<file path="src/rtl/eth_mmio_arbiter_if.sv">
// eth_mmio_arbiter_if: requester-side and controller-side MMIO signals of the arbiter.
// slave  = arbiter side (takes requests, drives the controller port)
// master = environment side (requesters plus the controller model)
interface eth_mmio_arbiter_if #(
  parameter int num_req_p    = 2,
  parameter int addr_width_p = 16,
  parameter int axis_width_p = 64
);
  logic [num_req_p-1:0]                   req_v_i;
  logic [num_req_p-1:0]                   req_ready_o;
  logic [num_req_p-1:0][addr_width_p-1:0] req_addr_i;
  logic [num_req_p-1:0]                   req_write_i;
  logic [num_req_p-1:0][1:0]              req_op_size_i;
  logic [num_req_p-1:0][axis_width_p-1:0] req_data_i;
  logic [num_req_p-1:0]                   resp_v_o;
  logic [axis_width_p-1:0]                resp_data_o;
  logic                                   resp_err_o;
  logic [addr_width_p-1:0]                addr_o;
  logic                                   write_en_o;
  logic                                   read_en_o;
  logic [1:0]                             op_size_o;
  logic [axis_width_p-1:0]                write_data_o;
  logic [axis_width_p-1:0]                read_data_i;
  logic                                   read_data_v_i;

  modport slave (
    input  req_v_i, req_addr_i, req_write_i, req_op_size_i, req_data_i,
           read_data_i, read_data_v_i,
    output req_ready_o, resp_v_o, resp_data_o, resp_err_o,
           addr_o, write_en_o, read_en_o, op_size_o, write_data_o
  );

  modport master (
    output req_v_i, req_addr_i, req_write_i, req_op_size_i, req_data_i,
           read_data_i, read_data_v_i,
    input  req_ready_o, resp_v_o, resp_data_o, resp_err_o,
           addr_o, write_en_o, read_en_o, op_size_o, write_data_o
  );
endinterface

</file>
<file path="src/rtl/eth_mmio_arbiter.sv">
// eth_mmio_arbiter: round-robin share of the controller MMIO port, one op in flight.
// Optional read timeout: define ETH_MMIO_ARB_TIMEOUT_EN to enable it; a read that sits
// in RWAIT for timeout_cycles_p cycles completes with all-ones data and resp_err_o=1.
module eth_mmio_arbiter #(
  parameter int num_req_p        = 2,
  parameter int addr_width_p     = 16,
  parameter int axis_width_p     = 64,
  parameter int timeout_cycles_p = 256
) (
  input logic                 clk_i,
  input logic                 reset_i,
  eth_mmio_arbiter_if.slave   bus
);
  localparam int ptr_w = $clog2(num_req_p);

  typedef enum logic [2:0] {IDLE, ISSUE, WACK, RWAIT, RRESP} state_e;

  state_e                   state_r, state_n;
  logic [ptr_w-1:0]         ptr_r, grant, idx, owner_r;
  logic                     grant_v;
  logic [addr_width_p-1:0]  addr_r;
  logic                     wr_r;
  logic [1:0]               size_r;
  logic [axis_width_p-1:0]  data_r, rdata_r;
  logic [num_req_p-1:0]     ready_c, resp_v_c;
  logic [axis_width_p-1:0]  resp_data_c;
  logic                     resp_err_c, wen_c, ren_c, expire;

`ifdef ETH_MMIO_ARB_TIMEOUT_EN
  localparam int cnt_w = $clog2(timeout_cycles_p + 1);
  logic [cnt_w-1:0] cnt_r;
  logic             err_r;
  // a valid in the expiry cycle takes priority, so expiry requires silence
  assign expire = (state_r == RWAIT) && !bus.read_data_v_i &&
                  (cnt_r == cnt_w'(timeout_cycles_p - 1));
`else
  logic unused_cfg;
  assign unused_cfg = (timeout_cycles_p > 0);
  assign expire     = 1'b0;
`endif

  // round-robin search: first valid requester after the last grant, wrapping
  always_comb begin
    grant   = '0;
    grant_v = 1'b0;
    idx     = '0;
    for (int k = 1; k <= num_req_p; k++) begin
      idx = ptr_w'((int'(ptr_r) + k) % num_req_p);
      if (!grant_v && bus.req_v_i[idx]) begin
        grant   = idx;
        grant_v = 1'b1;
      end
    end
  end

  // next state and per-state outputs
  always_comb begin
    state_n     = state_r;
    ready_c     = '0;
    resp_v_c    = '0;
    resp_data_c = '0;
    resp_err_c  = 1'b0;
    wen_c       = 1'b0;
    ren_c       = 1'b0;
    case (state_r)
      IDLE: if (grant_v) begin
        ready_c[grant] = 1'b1;
        state_n        = ISSUE;
      end
      ISSUE: begin
        wen_c   = wr_r;
        ren_c   = !wr_r;
        state_n = wr_r ? WACK : RWAIT;
      end
      WACK: begin
        resp_v_c[owner_r] = 1'b1;
        state_n           = IDLE;
      end
      RWAIT: if (bus.read_data_v_i || expire) state_n = RRESP;
      RRESP: begin
        resp_v_c[owner_r] = 1'b1;
        resp_data_c       = rdata_r;
`ifdef ETH_MMIO_ARB_TIMEOUT_EN
        resp_err_c        = err_r;
`endif
        state_n           = IDLE;
      end
      default: state_n = IDLE;
    endcase
  end

  // state, rr pointer, op latches and read-data capture
  always_ff @(posedge clk_i) begin
    if (reset_i) begin
      state_r <= IDLE;
      ptr_r   <= ptr_w'(num_req_p - 1);
      owner_r <= '0;
      addr_r  <= '0;
      wr_r    <= 1'b0;
      size_r  <= '0;
      data_r  <= '0;
      rdata_r <= '0;
    end else begin
      state_r <= state_n;
      if (state_r == IDLE && grant_v) begin
        ptr_r   <= grant;
        owner_r <= grant;
        addr_r  <= bus.req_addr_i[grant];
        wr_r    <= bus.req_write_i[grant];
        size_r  <= bus.req_op_size_i[grant];
        data_r  <= bus.req_data_i[grant];
      end
      if (state_r == RWAIT && bus.read_data_v_i) rdata_r <= bus.read_data_i;
      else if (expire)                            rdata_r <= '1;
    end
  end

`ifdef ETH_MMIO_ARB_TIMEOUT_EN
  // wait counter restarts for every read; err flag marks a timed-out completion
  always_ff @(posedge clk_i) begin
    if (reset_i) begin
      cnt_r <= '0;
      err_r <= 1'b0;
    end else begin
      if (state_r == ISSUE)      cnt_r <= '0;
      else if (state_r == RWAIT) cnt_r <= cnt_r + 1'b1;
      if (state_r == RWAIT && bus.read_data_v_i) err_r <= 1'b0;
      else if (expire)                            err_r <= 1'b1;
    end
  end
`endif

  assign bus.req_ready_o  = ready_c;
  assign bus.resp_v_o     = resp_v_c;
  assign bus.resp_data_o  = resp_data_c;
  assign bus.resp_err_o   = resp_err_c;
  assign bus.write_en_o   = wen_c;
  assign bus.read_en_o    = ren_c;
  assign bus.addr_o       = addr_r;
  assign bus.op_size_o    = size_r;
  assign bus.write_data_o = data_r;
endmodule
</file>
<file path="src/flat_wrapper.sv">
// flat-port wrapper written by rule: the top's interface ports become plain ports
module eth_mmio_arbiter_flat 
#(
  parameter int num_req_p        = 2,
  parameter int addr_width_p     = 16,
  parameter int axis_width_p     = 64,
  parameter int timeout_cycles_p = 256
)
  (clk_i, reset_i, bus_req_v_i, bus_req_addr_i, bus_req_write_i, bus_req_op_size_i, bus_req_data_i, bus_read_data_i, bus_read_data_v_i, bus_req_ready_o, bus_resp_v_o, bus_resp_data_o, bus_resp_err_o, bus_addr_o, bus_write_en_o, bus_read_en_o, bus_op_size_o, bus_write_data_o);
  eth_mmio_arbiter_if #(.num_req_p(num_req_p), .addr_width_p(addr_width_p), .axis_width_p(axis_width_p)) bus_i ();
  input logic clk_i;
  input logic reset_i;
  input wire logic [$bits(bus_i.req_v_i)-1:0] bus_req_v_i;
  input wire logic [$bits(bus_i.req_addr_i)-1:0] bus_req_addr_i;
  input wire logic [$bits(bus_i.req_write_i)-1:0] bus_req_write_i;
  input wire logic [$bits(bus_i.req_op_size_i)-1:0] bus_req_op_size_i;
  input wire logic [$bits(bus_i.req_data_i)-1:0] bus_req_data_i;
  input wire logic [$bits(bus_i.read_data_i)-1:0] bus_read_data_i;
  input wire logic [$bits(bus_i.read_data_v_i)-1:0] bus_read_data_v_i;
  output wire logic [$bits(bus_i.req_ready_o)-1:0] bus_req_ready_o;
  output wire logic [$bits(bus_i.resp_v_o)-1:0] bus_resp_v_o;
  output wire logic [$bits(bus_i.resp_data_o)-1:0] bus_resp_data_o;
  output wire logic [$bits(bus_i.resp_err_o)-1:0] bus_resp_err_o;
  output wire logic [$bits(bus_i.addr_o)-1:0] bus_addr_o;
  output wire logic [$bits(bus_i.write_en_o)-1:0] bus_write_en_o;
  output wire logic [$bits(bus_i.read_en_o)-1:0] bus_read_en_o;
  output wire logic [$bits(bus_i.op_size_o)-1:0] bus_op_size_o;
  output wire logic [$bits(bus_i.write_data_o)-1:0] bus_write_data_o;
  assign bus_i.req_v_i = bus_req_v_i;
  assign bus_i.req_addr_i = bus_req_addr_i;
  assign bus_i.req_write_i = bus_req_write_i;
  assign bus_i.req_op_size_i = bus_req_op_size_i;
  assign bus_i.req_data_i = bus_req_data_i;
  assign bus_i.read_data_i = bus_read_data_i;
  assign bus_i.read_data_v_i = bus_read_data_v_i;
  assign bus_req_ready_o = bus_i.req_ready_o;
  assign bus_resp_v_o = bus_i.resp_v_o;
  assign bus_resp_data_o = bus_i.resp_data_o;
  assign bus_resp_err_o = bus_i.resp_err_o;
  assign bus_addr_o = bus_i.addr_o;
  assign bus_write_en_o = bus_i.write_en_o;
  assign bus_read_en_o = bus_i.read_en_o;
  assign bus_op_size_o = bus_i.op_size_o;
  assign bus_write_data_o = bus_i.write_data_o;
  eth_mmio_arbiter #(.num_req_p(num_req_p), .addr_width_p(addr_width_p), .axis_width_p(axis_width_p), .timeout_cycles_p(timeout_cycles_p)) u_core (.clk_i(clk_i), .reset_i(reset_i), .bus(bus_i));
endmodule
</file>
<file path="config.mk">
export PLATFORM = sky130hd
export DESIGN_NAME = eth_mmio_arbiter_flat
export DESIGN_NICKNAME = d
export VERILOG_FILES = /design/src/rtl/eth_mmio_arbiter_if.sv /design/src/rtl/eth_mmio_arbiter.sv /design/src/flat_wrapper.sv
export SDC_FILE = /design/constraint.sdc
export NUM_CORES = 1
export LEC_CHECK = 0
export BUFFER_PORTS_ARGS = -buffer_cell sky130_fd_sc_hd__buf_4
export CORE_AREA = 2 2 149 151
export DETAILED_ROUTE_END_ITERATION = 7
export DIE_AREA = 0 0 151 153
export MAX_ROUTING_LAYER = met4
export PLACE_DENSITY = 0.65
export SLEW_MARGIN = 15
export SYNTH_ARGS = -nofsm -noshare
export SYNTH_HDL_FRONTEND = slang
export SYNTH_SLANG_ARGS = --single-unit
</file>
<file path="constraint.sdc">
create_clock -name clk_i -period 3.6 [get_ports clk_i]
set_clock_uncertainty 0.05 [all_clocks]
set_input_delay 0.72 -clock clk_i [delete_from_list [all_inputs] [get_ports clk_i]]
set_output_delay 0.72 -clock clk_i [all_outputs]
set_load 0.01 [all_outputs]
</file>
==> flow_metrics.py <==
metrics = {
    "place": {
        "numPortBuffers": 386,
        "dp_hpwl_mm": 17.8,
        "place.gp.congestion": 0.788,
        "pre_cts_ws_ns": 0.764,
        "place_inst": 1369,
    },
    "job": {
        "drv_cap": 0,
    },
    "synth": {
        "syn-num-nets": 1005,
        "synth_top_area_share": 0.451,
        "yosys.area.top_type": "dfxtp_1",
        "synth_edf_count": 0,
        "yosysUniqueCellTypes": 33,
        "synthTopCellsByArea": "dfxtp_1, a221o_1, nand2_1",
        "synth_area_um2": 6750,
        "yosysSeqAreaShare": 0.451,
        "ys.flop_type": "dfxtp_1",
        "async_flop_share": 0,
        "synth_cells": 770,
        "yosys_warnings": 0,
        "synth-seq-cells": 152,
        "syn_avg_cell_area_um2": 8.76,
    },
    "cts": {
        "cts_buffer_depth": 2,
        "clk_transition_reported_paths_ns": 0.06,
        "hold_buffers": 0,
        "cts_max_level": 4,
        "post-cts-setup-buffer-count": 0,
        "insertion_delay_ns": 0.41,
        "cts-root-buf": "clkbuf_16",
        "cts_sinks": 152,
        "cts_resized": 0,
        "cts_inserted_buffers": 17,
        "cts_tree": "yes",
    },
    "critical_path": {
        "crit_path_start_kind": "flip-flop",
        "slowest_delay_ns": 0.71,
        "r2r_cells": 4,
        "critPathBufInv": 1,
        "cpLargestDelayFamily": "simple AND/OR/NAND/NOR gates",
        "cp_num_cells": 3,
        "worstSetupPathType": "flip-flop to output port",
        "crit_path_max_fanout": 22,
        "end_kind": "output port",
        "r2r-start": "u_core.state_r[2]$_SDFFE_PP0P_",
        "critPathArrivalTime_ns": 1.95,
        "critPathLaunch": "u_core.state_r[2]$_SDFFE_PP0P_",
        "crit_chain": "nor3_1, and3b_1, buf_4",
        "slowest_stage": "nor3_1",
        "cp.required_ns": 2.83,
    },
    "timing": {
        "slew_viol_final": 0,
        "fin_crit_sh": 0.755,
        "tns_ns": 0,
        "rsz0062_at_grt": "no",
        "min_period_ns": 2.72,
        "hold_violations": 0,
        "fmax_ghz": 0.368,
        "max_slew_margin": 0.356,
        "hold_ws_ns": 0.399,
        "worst_slack_ns": 0.883,
        "setup_viol": 0,
        "worstMarginPinSlew_ns": 0.966,
    },
    "global_route": {
        "antenna_found_initial": 0,
        "grt_overflow": 0,
        "grt_use_total": 0.216,
        "grt_pass1_vias": 6877,
        "grt_max_degree": 85,
        "grt_pass1_wl_mm": 37.9,
    },
    "die": {
        "ioPinCount": 388,
        "core_um2": 21500,
        "die_w_um": 151,
        "die_height_um": 153,
        "die_area_um2": 23100,
        "rows": 54,
        "start_util": 0.314,
    },
    "detailed_routing": {
        "drt_iter0_markers": 321,
        "vias_per_cell": 5.06,
        "drc": 0,
        "first_pass_iters": 5,
        "wirelength_mm": 25.7,
        "route.detailed.wl_per_inst_um": 18.4,
        "antenna_left": 0,
        "vias": 7084,
    },
    "hold_path": {
        "min_path_type": "flip-flop to flip-flop",
        "worstHoldPathCells": 2,
        "worstHoldStart": "u_core.rdata_r[22]$_SDFFE_PP0P_",
    },
    "power": {
        "vdd_drop_max_mv": 0.264,
        "p_leak_uw": 0.00479,
        "p_per_area_nw_per_um2": 448,
        "finalPower_uw": 4630,
    },
    "final_layout": {
        "fillers": 2086,
        "antennaDiodeCount": 0,
        "final_cell_count_no_fill": 1401,
        "drive_gt1_frac": 0.449,
        "synthToLayoutAreaGrowth_pct": 53.2,
        "nNetsFinal": 1343,
    },
    "status": {
        "status": "complete, no violations",
    },
}
==> layout make-up <==
class	count	area [µm²]	area share
Tap cell	280	350	0.0339
Timing Repair Buffer	403	3050	0.295
Sequential cell	152	3040	0.295
Inverter	13	48.8	0.00472
Multi-Input combinational cell	521	3250	0.315
Clock buffer	20	447	0.0432
Clock inverter	12	143	0.0138
==> kinds of logic (layout without fill, tap and decap cells) <==
group,count (synthesis),count (layout),synth area share
buf+inv,97,448,0.0710
compound gates,153,153,0.178
flops,152,152,0.451
other cells,1,1,0.000556
xor+xnor,1,1,0.00130
simple gates,365,365,0.297
mux,1,1,0.00148
==> worst paths after layout <==
| kind | to | slack (ns) |
|---|---|---|
| max | bus_req_ready_o[0] | 0.88 |
| min | u_core.rdata_r[22]$_SDFFE_PP0P_ | 0.40 |
| max reg2reg | u_core.bus.write_data_o[14]$_SDFFE_PP0P_ | 1.02 |
| min reg2reg | u_core.rdata_r[22]$_SDFFE_PP0P_ | 0.40 |
==> Yosys cell counts, types with 2 or more instances <==
| master | n |
|---|---|
| nor3_2 | 60 |
| a221o_1 | 84 |
| dfxtp_1 | 152 |
| nor2_1 | 2 |
| nand2_1 | 200 |
| buf_6 | 9 |
| buf_2 | 17 |
| clkbuf_1 | 50 |
| inv_1 | 13 |
| buf_4 | 4 |
| buf_1 | 3 |
| nor3_1 | 27 |
| and3_1 | 64 |
| a21oi_1 | 65 |
| nor3b_1 | 2 |
==> layer usage <==
layer  track usage  wire [µm]  vias to the layer above
met5             -          0                        -
li1              -          -                     3403
met1         0.246       9860                     3321
met2         0.358      12700                      325
met4        0.0694        612                        0
met3        0.0704       2570                       35
==> through the flow <==
step	util	instance area [µm²]
after CTS	0.481	10300
after global routing	0.481	10300
after detailed placement	0.454	9750
after floorplan	-	6750
after global placement	0.454	9750
final	0.481	10300
==> state kept, by name, summed over array words and instances (netlist names) <==
name and count:
u_core.wr_r 1, u_core.rdata_r 64, u_core.bus.addr_o 16, u_core.bus.write_data_o 64, u_core.owner_r 1, u_core.state_r 3, u_core.bus.op_size_o 2, u_core.ptr_r 1
==> power breakdown <==
group / internal, µW / switching [µW] / total [µW]
sequential: 1810 / 79.8 / 1890
combinational: 454 / 455 / 909
clock: 1050 / 779 / 1830
==> tightest hold or removal path, cell delays in order (launching register included) <==
cell	delay [ns]
dfxtp_1	0.30
nand2_1	0.05
a21oi_1	0.05
==> cell usage in the layout, fill, tap and decap left out, drive strengths merged <==
master and n:
nor3b 3, or4 1, and3b 1, a21bo 1, a211oi 1, bufinv 2, a21oi 65, clkinvlp 6
nor4 1, nand2 200, a221o 84, nand2b 1, nor2b 1, clkbuf 20, or2 1, dfxtp 152
nor3 87, xnor2 1, a22oi 1, buf 403, inv 17, and4b 1, conb 1, a31o 1
nand4b 1, and3 64, mux2i 1, nor2 3
Power figures use the tool's default switching activity.
